File: config.mk
export PLATFORM = sky130hd
export DESIGN_NAME = cam_frame_writer
export DESIGN_NICKNAME = d
export VERILOG_FILES = /design/src/rtl/cam_frame_writer.sv
export SDC_FILE = /design/constraint.sdc
export NUM_CORES = 1
export LEC_CHECK = 0
export CAP_MARGIN = 20
export CORE_MARGIN = 3
export CORE_UTILIZATION = 42
export DETAILED_ROUTE_END_ITERATION = 10
export PLACE_DENSITY = 0.89
export SLEW_MARGIN = 20
export SYNTH_ARGS = -nofsm -noshare
export SYNTH_HDL_FRONTEND = slang
export SYNTH_SLANG_ARGS = --single-unit
File: constraint.sdc
create_clock -name fclk -period 3.9 [get_ports fclk]
set_input_delay 0.78 -clock fclk [delete_from_list [all_inputs] [get_ports fclk]]
set_output_delay 0.78 -clock fclk [all_outputs]
set_load 0.1 [all_outputs]
File: src/rtl/cam_frame_writer.sv
// cam_frame_writer
//   Frame-buffer write scheduler on the fclk side of the camera stream buffer.
//   The block waits until the stream guarantees 16 back-to-back beats, issues
//   one 16-beat address/data write burst, and repeats until a frame is written.
//   Frames rotate across NBUF ring buffers. The buffer held by the downstream
//   reader is skipped, and each frame that is fully written and acknowledged is
//   reported with a one-cycle frame_done pulse.
//
// Optional feature macro: CAM_FRAME_WRITER_STATS_EN
//   When defined, the block builds burst and stall statistics counters.
//   When undefined, stat_bursts and stat_stall are tied to 0.
//
// Ports
//   fclk, rst            clock; synchronous active-high reset
//   enable               run request (level)
//   base_addr            start address of buffer 0, sampled only when idle
//   cons_hold, cons_idx  reader holds buffer cons_idx
//   sdata*               64-bit camera stream; sdata_ready is the accept strobe
//   aw_* / w_* / b_*     memory write address, data and response channels
//   frame_done/frame_idx one-cycle completion pulse and the completed buffer
//   busy                 state is not IDLE
//   stat_bursts/stall    aw handshakes / WAIT_BURST cycles with enable high
//   dbg_state            current FSM state, exposed for checkers
//
// Handshake semantics: a transfer happens on a rising fclk edge where valid
// and ready are both high. A valid that has been raised stays stable until it
// is accepted, and it never depends on ready. b_valid is a single-cycle
// response strobe, and b_ready is always 1.
module cam_frame_writer #(
  parameter int ADDR_W      = 32,
  parameter int NBUF        = 3,
  parameter int FRAME_BYTES = 614400,
  parameter int MAX_OUTST   = 4
) (
  input  logic              fclk,
  input  logic              rst,
  input  logic              enable,
  input  logic [ADDR_W-1:0] base_addr,
  input  logic              cons_hold,
  input  logic [1:0]        cons_idx,
  input  logic [63:0]       sdata,
  input  logic              sdata_valid,
  input  logic              sdata_burst_valid,
  output logic              sdata_ready,
  output logic [ADDR_W-1:0] aw_addr,
  output logic [3:0]        aw_len,
  output logic              aw_valid,
  input  logic              aw_ready,
  output logic [63:0]       w_data,
  output logic              w_last,
  output logic              w_valid,
  input  logic              w_ready,
  input  logic              b_valid,
  output logic              b_ready,
  output logic              frame_done,
  output logic [1:0]        frame_idx,
  output logic              busy,
  output logic [31:0]       stat_bursts,
  output logic [31:0]       stat_stall,
  output logic [2:0]        dbg_state
);

  localparam int BURSTS = FRAME_BYTES / 128;
  localparam int BC_W   = $clog2(BURSTS + 1);

  typedef enum logic [2:0] {
    S_IDLE, S_WAIT_BURST, S_ADDR, S_DATA, S_DRAIN
  } state_t;

  state_t            state_q, state_d;
  logic [ADDR_W-1:0] base_q, base_d;
  logic [1:0]        cur_buf_q, cur_buf_d;
  logic [BC_W-1:0]   burst_cnt_q, burst_cnt_d;
  logic [3:0]        beat_q, beat_d;
  logic [2:0]        outst_q, outst_d;
  logic              aw_valid_q, aw_valid_d;
  logic [ADDR_W-1:0] aw_addr_q, aw_addr_d;
  logic              w_last_q, w_last_d;
  logic              frame_done_q, frame_done_d;
  logic [1:0]        frame_idx_q, frame_idx_d;

  logic              aw_hs, xfer, b_take;
  logic [1:0]        nxt1, nxt_buf;
  logic [ADDR_W-1:0] addr_calc;

  function automatic logic [1:0] inc_buf(input logic [1:0] b);
    return (int'(b) == NBUF - 1) ? 2'd0 : b + 2'd1;
  endfunction

  assign aw_hs  = (state_q == S_ADDR) && aw_valid_q && aw_ready;
  assign xfer   = (state_q == S_DATA) && sdata_valid && w_ready;
  // A response with nothing outstanding is ignored so the counter cannot underflow.
  assign b_take = b_valid && (outst_q != 3'd0);

  // The next buffer skips over the one the reader is holding right now.
  assign nxt1    = inc_buf(cur_buf_q);
  assign nxt_buf = (cons_hold && (nxt1 == cons_idx)) ? inc_buf(nxt1) : nxt1;

  assign addr_calc = base_q + ADDR_W'(cur_buf_q) * ADDR_W'(FRAME_BYTES)
                   + (ADDR_W'(burst_cnt_q) << 7);

  always_comb begin
    state_d      = state_q;
    base_d       = base_q;
    cur_buf_d    = cur_buf_q;
    burst_cnt_d  = burst_cnt_q;
    beat_d       = beat_q;
    frame_done_d = 1'b0;
    frame_idx_d  = frame_idx_q;
    aw_addr_d    = aw_addr_q;

    case (state_q)
      S_IDLE: begin
        if (enable) begin
          base_d      = base_addr;
          cur_buf_d   = 2'd0;
          burst_cnt_d = '0;
          state_d     = S_WAIT_BURST;
        end
      end
      S_WAIT_BURST: begin
        if (!enable) begin
          state_d = S_DRAIN;
        end else if (sdata_burst_valid && (outst_q < 3'(MAX_OUTST))) begin
          state_d   = S_ADDR;
          aw_addr_d = addr_calc;
        end
      end
      S_ADDR: begin
        if (aw_hs) begin
          state_d = S_DATA;
          beat_d  = 4'd0;
        end
      end
      S_DATA: begin
        if (xfer) begin
          beat_d = beat_q + 4'd1;
          if (beat_q == 4'd15) begin
            burst_cnt_d = burst_cnt_q + 1'b1;
            state_d     = (burst_cnt_q == BC_W'(BURSTS - 1)) ? S_DRAIN : S_WAIT_BURST;
          end
        end
      end
      S_DRAIN: begin
        if (outst_q == 3'd0) begin
          // An abandoned partial frame leaves the buffer pointer where it is.
          if (burst_cnt_q == BC_W'(BURSTS)) begin
            frame_done_d = 1'b1;
            frame_idx_d  = cur_buf_q;
            cur_buf_d    = nxt_buf;
            burst_cnt_d  = '0;
          end
          state_d = enable ? S_WAIT_BURST : S_IDLE;
        end
      end
      default: state_d = S_IDLE;
    endcase

    aw_valid_d = (state_d == S_ADDR);
    w_last_d   = (state_d == S_DATA) && (beat_d == 4'd15);

    outst_d = outst_q;
    if (aw_hs && !b_take)      outst_d = outst_q + 3'd1;
    else if (b_take && !aw_hs) outst_d = outst_q - 3'd1;
  end

  always_ff @(posedge fclk) begin
    if (rst) begin
      state_q      <= S_IDLE;
      base_q       <= '0;
      cur_buf_q    <= 2'd0;
      burst_cnt_q  <= '0;
      beat_q       <= 4'd0;
      outst_q      <= 3'd0;
      aw_valid_q   <= 1'b0;
      aw_addr_q    <= '0;
      w_last_q     <= 1'b0;
      frame_done_q <= 1'b0;
      frame_idx_q  <= 2'd0;
    end else begin
      state_q      <= state_d;
      base_q       <= base_d;
      cur_buf_q    <= cur_buf_d;
      burst_cnt_q  <= burst_cnt_d;
      beat_q       <= beat_d;
      outst_q      <= outst_d;
      aw_valid_q   <= aw_valid_d;
      aw_addr_q    <= aw_addr_d;
      w_last_q     <= w_last_d;
      frame_done_q <= frame_done_d;
      frame_idx_q  <= frame_idx_d;
    end
  end

  // The data channel is a straight pass-through of the stream while in DATA.
  assign w_data      = (state_q == S_DATA) ? sdata : 64'd0;
  assign w_valid     = (state_q == S_DATA) && sdata_valid;
  assign sdata_ready = (state_q == S_DATA) && w_ready;
  assign w_last      = w_last_q;
  assign aw_valid    = aw_valid_q;
  assign aw_addr     = aw_addr_q;
  assign aw_len      = 4'd15;
  assign b_ready     = 1'b1;
  assign frame_done  = frame_done_q;
  assign frame_idx   = frame_idx_q;
  assign busy        = (state_q != S_IDLE);
  assign dbg_state   = state_q;

`ifdef CAM_FRAME_WRITER_STATS_EN
  logic [31:0] stat_bursts_q, stat_stall_q;

  always_ff @(posedge fclk) begin
    if (rst) begin
      stat_bursts_q <= 32'd0;
      stat_stall_q  <= 32'd0;
    end else begin
      if (aw_hs) stat_bursts_q <= stat_bursts_q + 32'd1;
      if ((state_q == S_WAIT_BURST) && enable) stat_stall_q <= stat_stall_q + 32'd1;
    end
  end

  assign stat_bursts = stat_bursts_q;
  assign stat_stall  = stat_stall_q;
`else
  assign stat_bursts = 32'd0;
  assign stat_stall  = 32'd0;
`endif

endmodule

; Yosys cells after proc, flatten, opt, wreduce, memory -nomap -nowiden
; Cells that the tools add are included.
[totals]
register_bits = 94
in_bits = 107
output_inout_bits = 176
word_cells = 97
[op_classes]
addsub = 8
multipliers = 1
n_lt_le_gt_ge = 1
eq_ne = 18
mux = 30
bitwise = 2
reduce_logical = 26
[op_table]
columns = operator, count
row1 = $mux 13, 5
row2 = $mux 64, 1
row3 = $pmux 13 s3, 1
row4 = $add 32x20->32, 1
row5 = $add 32x22->32, 1
row6 = $mux 3, 10
row7 = $eq 13x13->1 const B, 2
row8 = $pmux 3 s5, 1
row9 = $add 13x1->13 const B, 1
row10 = $eq 3x2->1 const B, 4
row11 = $mux 2, 6
row12 = $logic_and 1x1->1, 11
row13 = $mul 2x7->9 const B, 1
row14 = $reduce_bool 3->1, 3
row15 = $eq 4x4->1 const B, 2
row16 = $mux 4, 2
row17 = $ne 2x2->1 const B, 4
row18 = $pmux 4 s2, 1
row19 = $logic_not 3->1, 2
row20 = $reduce_and 3->1, 2
row21 = $reduce_and 6->1, 1
row22 = $add 2x1->2 const B, 2
row23 = $add 4x1->4 const B, 1
row24 = $eq 2x2->1 const B, 2
row25 = 15 further kinds, 19

; Logic depth before layout (Yosys ltp)
[logic_depth]
word_depth = 8
ltp_mapped = 11
ltp_nobuf = 11

; Least setup slack after synthesis
; No wires, ideal clock.
[synth_path]
path_kind = register to output
startpoint = reg state_q[0], in the netlist dbg_state[0]
endpoint = out w_data[33]
arrival_time_ps = 2651
path_slack_ps = 469
stages_incl_launch_ff = 6
n_path_buf = 3
cell_sequence = dfxtp_1 buf_2 and3b_1 clkbuf_1 clkbuf_1 and2_1
[synth_via]
elab_chain_len = 2
[synth_rtl]
columns = item, line_no
row1 = "start, declared", 70  ; state_t state_q, state_d;
row2 = "start signal, assigned", 181  ; state_q <= state_d;
row3 = $eq 3x2->1, 196  ; assign w_data = (state_q == S_DATA) ? sdata : 64'd0;
row4 = $mux 64, 196
row5 = "end, declared", 49  ; output logic [63:0] w_data,
; No other way between the ends.

; Worst setup path in the final report
[layout_path]
startpoint = reg cur_buf_q[0]
endpoint = reg aw_addr_q[27], in the netlist aw_addr[27]
[layout_via]
elab_chain_len = 3
[layout_rtl]
columns = item, line_no
row1 = "start, declared", 72  ; logic [1:0] cur_buf_q, cur_buf_d;
row2 = "start signal, assigned", 183  ; cur_buf_q <= cur_buf_d;
row3 = $mul 2x7->9, 99  ; assign addr_calc = base_q + ADDR_W'(cur_buf_q) * ADDR_W'(FRAME_BYTES)
row4 = $add 32x22->32, 99
row5 = $add 32x20->32, 100  ; + (ADDR_W'(burst_cnt_q) << 7);
row6 = "end signal, assigned", 188  ; aw_addr_q <= aw_addr_d;
row7 = "end, declared", 77  ; logic [ADDR_W-1:0] aw_addr_q, aw_addr_d;
; No other way between the ends.
; A chain may end at the register's enable or synchronous reset.

==> summary.md <==
| Metric | Value |
|---|---|
| Status | completed |
| Worst setup EP type | flip-flop |
| M3 GR Usage | 0.0463 |
| CP Launch Point | cur_buf_q[0] |
| DR vias/cell | 5.06 |
| Met1 usage | 0.241 |
| Sequential fraction of the synthesis area | 0.317 |
| Ys async rst share | 0 |
| CP Class | flip-flop to flip-flop |
| Area grow syn2layout | 36.1% |
| Initial Util | 0.440 |
| Leak | around 3.4 nW |
| Final WL | 17,700 um |
| Ys flop type | dfxtp_1 |
| Slew Limit Headroom | 0.314 |
| RSZ-0062 raised after global routing | no |
| Min-delay worst type | flip-flop to flip-flop |
| Post-route ant nets | 0 |
| CP max FO | 5 |
| Reg2Reg Depth | 10 |
| Grt ovf | 0 |
| Core area | about 0.014 sq mm |
| Root buf cell | clkbuf_16 |
| Final min period | around 3.3 ns |
| Number of global-route vias before repair | approximately 5,400 |
| Worst Tran Pin Value | around 1.0 ns |
| Final Non-Filler Cells | between 1,000 and 1,500 |
| Number of synthesized flops with an enable pin | 0 |
| Final slew viol count | 0 |
| Most frequent cells in the layout | 145 x clkdlybuf4s50_1, 134 x nand2_1, 94 x dfxtp_1, 78 x a21oi_1, 75 x buf_4 |
| Worst-Skew Late Latency | roughly 0.34 ns |
| Final Hold Viols | 0 |
| Hold_buf cts | 0 |
| CP Launch Type | flip-flop |
| Distinct cell type count after synthesis | 59 |
| # setup viols final | 0 |
| CTS buffer count | 9 |
| Hold Path Cell Cnt | 2 |
| Ant diodes | 0 |
| Sink Count | 94 |
| Iteration-0 DRC Markers | between 400 and 500 |
| Synth Warn # | 0 |
| RR Startpoint | cur_buf_q[0] |
| Post-Syn Area per Cell | 7.84 sq um |
| Fmax | about 300 MHz |
| Syn Inst Count | approximately 760 |
| TNS Setup | 0 ns |
| Top-level port count | approximately 280 |
| Die area | around 0.016 sq mm |
| First-pass GRT wire length | 27,500 um |
| Met2 Resource Use GR | 0.402 |
| DIE WIDTH | between 100 and 150 um |
| CTS tree | built |
| Initial antenna violation count | 0 |
| H-tree Lvls | 3 |
| Worst-path clk slew | 0.06 ns |
| PortBufs | 213 |
| Setup Buffers After CTS | 0 |
| Min-delay src | base_q[0] |
| Max Clock Skew | roughly 0.0054 ns |
| Maxcap violations | 0 |
| # DRC | 0 |
| Final RePlAce weighted congestion | 0.875 |
| Post-CTS Resized | 0 |
| Commonest non-fill, non-tap cell in the layout | clkdlybuf4s50_1 |
| WP data required | slightly above 4 ns |
| Die Height | 125 um |
| GRT busiest layer | met2 |
| Synthesized cell area | between 0.005 and 0.006 sq mm |
| WL/cell | about 16 um |
| Yosys reg bits | 94 |
| Total Power | slightly below 0.003 W |
| Nets | ~1,100 |
| Hold Worst Slack | approximately 0.45 ns |
| Crit path DAT | around 3.6 ns |
| Row count | 42 |
| Gr usage total | 0.216 |
| Dpl hpwl | ~14,000 um |
| First-pass iteration count of the detailed router | 5 |
| Power per cell area | ~360 mW/mm^2 |
| Placed cells | approximately 1,100 |
| Maximum vdd drop | between 200 and 250 uV |
| Share of post-route cells with drive strength above 1 | 0.114 |
| Worst-case clock buffer depth | 2 |
| Final worst path period share | 0.855 |
| Pin count of the biggest net entering global routing | 56 |
| Via count | between 5,000 and 6,000 |
kinds of logic (layout without fill, tap and decap cells):
logic type,Yosys count,after routing,synth area share
AOI/OAI and AO/OA,132,132,0.134
other,2,69,0.00127
muxes,9,9,0.0164
and+or+nand+nor,335,335,0.281
buffers and inverters,122,255,0.122
xor gates and xnor gates,25,25,0.0369
DFF,94,94,0.317
adders and majority gates,38,38,0.0915
stage by stage:
stage	worst slack [ns]	util	cell area [sq um]
final	0.567	0.598	8080
after global routing	0.326	0.598	8080
after CTS	0.595	0.598	8080
after detailed placement	0.602	0.576	7770
after global placement	0.755	0.576	7770
after floorplan	0.469	-	6190
synth_stat cells, types with 2 or more instances:
library cell	instances	share of area
or2_2	4	0.0042
inv_1	18	0.011
a41oi_1	2	0.0030
nor2b_1	2	0.0021
a211oi_1	2	0.0025
and3_1	8	0.0084
fa_1	9	0.030
or4_1	2	0.0025
dfxtp_1	94	0.32
o21ai_1	3	0.0025
conb_1	2	0.0013
a311oi_1	2	0.0030
nand2_1	134	0.085
and4_1	3	0.0044
xor2_1	13	0.019
nor2_1	43	0.027
nor4_1	7	0.0074
nand3_2	2	0.0034
clkbuf_1	27	0.017
nand3b_1	4	0.0051
nor4b_1	3	0.0044
buf_2	4	0.0034
o21ai_0	18	0.015
nor3_1	15	0.013
mux2_2	3	0.0057
or3_1	3	0.0032
buf_1	4	0.0025
and2_1	70	0.074
mux2i_1	5	0.0084
buf_4	69	0.087
a21oi_1	78	0.066
nand3_1	13	0.011
o2111a_1	2	0.0038
nand2b_1	4	0.0042
o31ai_1	6	0.0076
ha_1	29	0.061
and3b_1	2	0.0030
nand4_1	11	0.012
a31oi_1	4	0.0042
xnor2_1	12	0.018
a21o_1	2	0.0025
a2111oi_2	2	0.0051
critical path: stages (launching register included):
cell       delay, ns
dfxtp_1         0.43
inv_1           0.13
ha_1            0.33
fa_1            0.44
ha_1            0.38
nand2_1         0.11
a2111o_1        0.41
a41oi_1         0.32
o2111a_1        0.26
o21ai_1         0.10
a2111oi_2       0.31
path summary, 6_finish.rpt:
path	end	slack [ns]
worst max register to register	aw_addr[27]	0.57
worst min-delay path	aw_addr[0]	0.45
worst min register to register	aw_addr[0]	0.45
worst max-delay path	aw_addr[27]	0.57
routing by layer:
layer | wire [um] | up-vias | share of wire
li1 | - | 2799 | -
met1 | 6730 | 2632 | 0.38
met2 | 9300 | 267 | 0.52
met3 | 1200 | 33 | 0.067
met4 | 497 | 0 | 0.028
met5 | 0 | - | 0
state kept, by name, indices dropped and copies added (netlist names):
name,cells
aw_addr,32
aw_valid,1
base_q,32
beat_q,4
burst_cnt_q,13
cur_buf_q,2
dbg_state,3
frame_done,1
frame_idx,2
outst_q,3
w_last,1
power breakdown:
part | internal [W] | switching, W | total [W]
registers | 0.00102 | 0.0000575 | 0.00107
logic | 0.000250 | 0.000670 | 0.000920
clock network | 0.000532 | 0.000362 | 0.000893
area by class of cell:
| class | instances | area [sq um] |
|---|---|---|
| clock buffers | 13 | 260 |
| inverters | 18 | 67.6 |
| multi-input cells | 608 | 3580 |
| clock inverters | 3 | 42.5 |
| fillers | 1174 | 5430 |
| repair buffers | 221 | 2020 |
| well taps | 176 | 220 |
| flip-flops and latches | 94 | 1880 |
No activity file was read; power rests on OpenSTA's default activity.
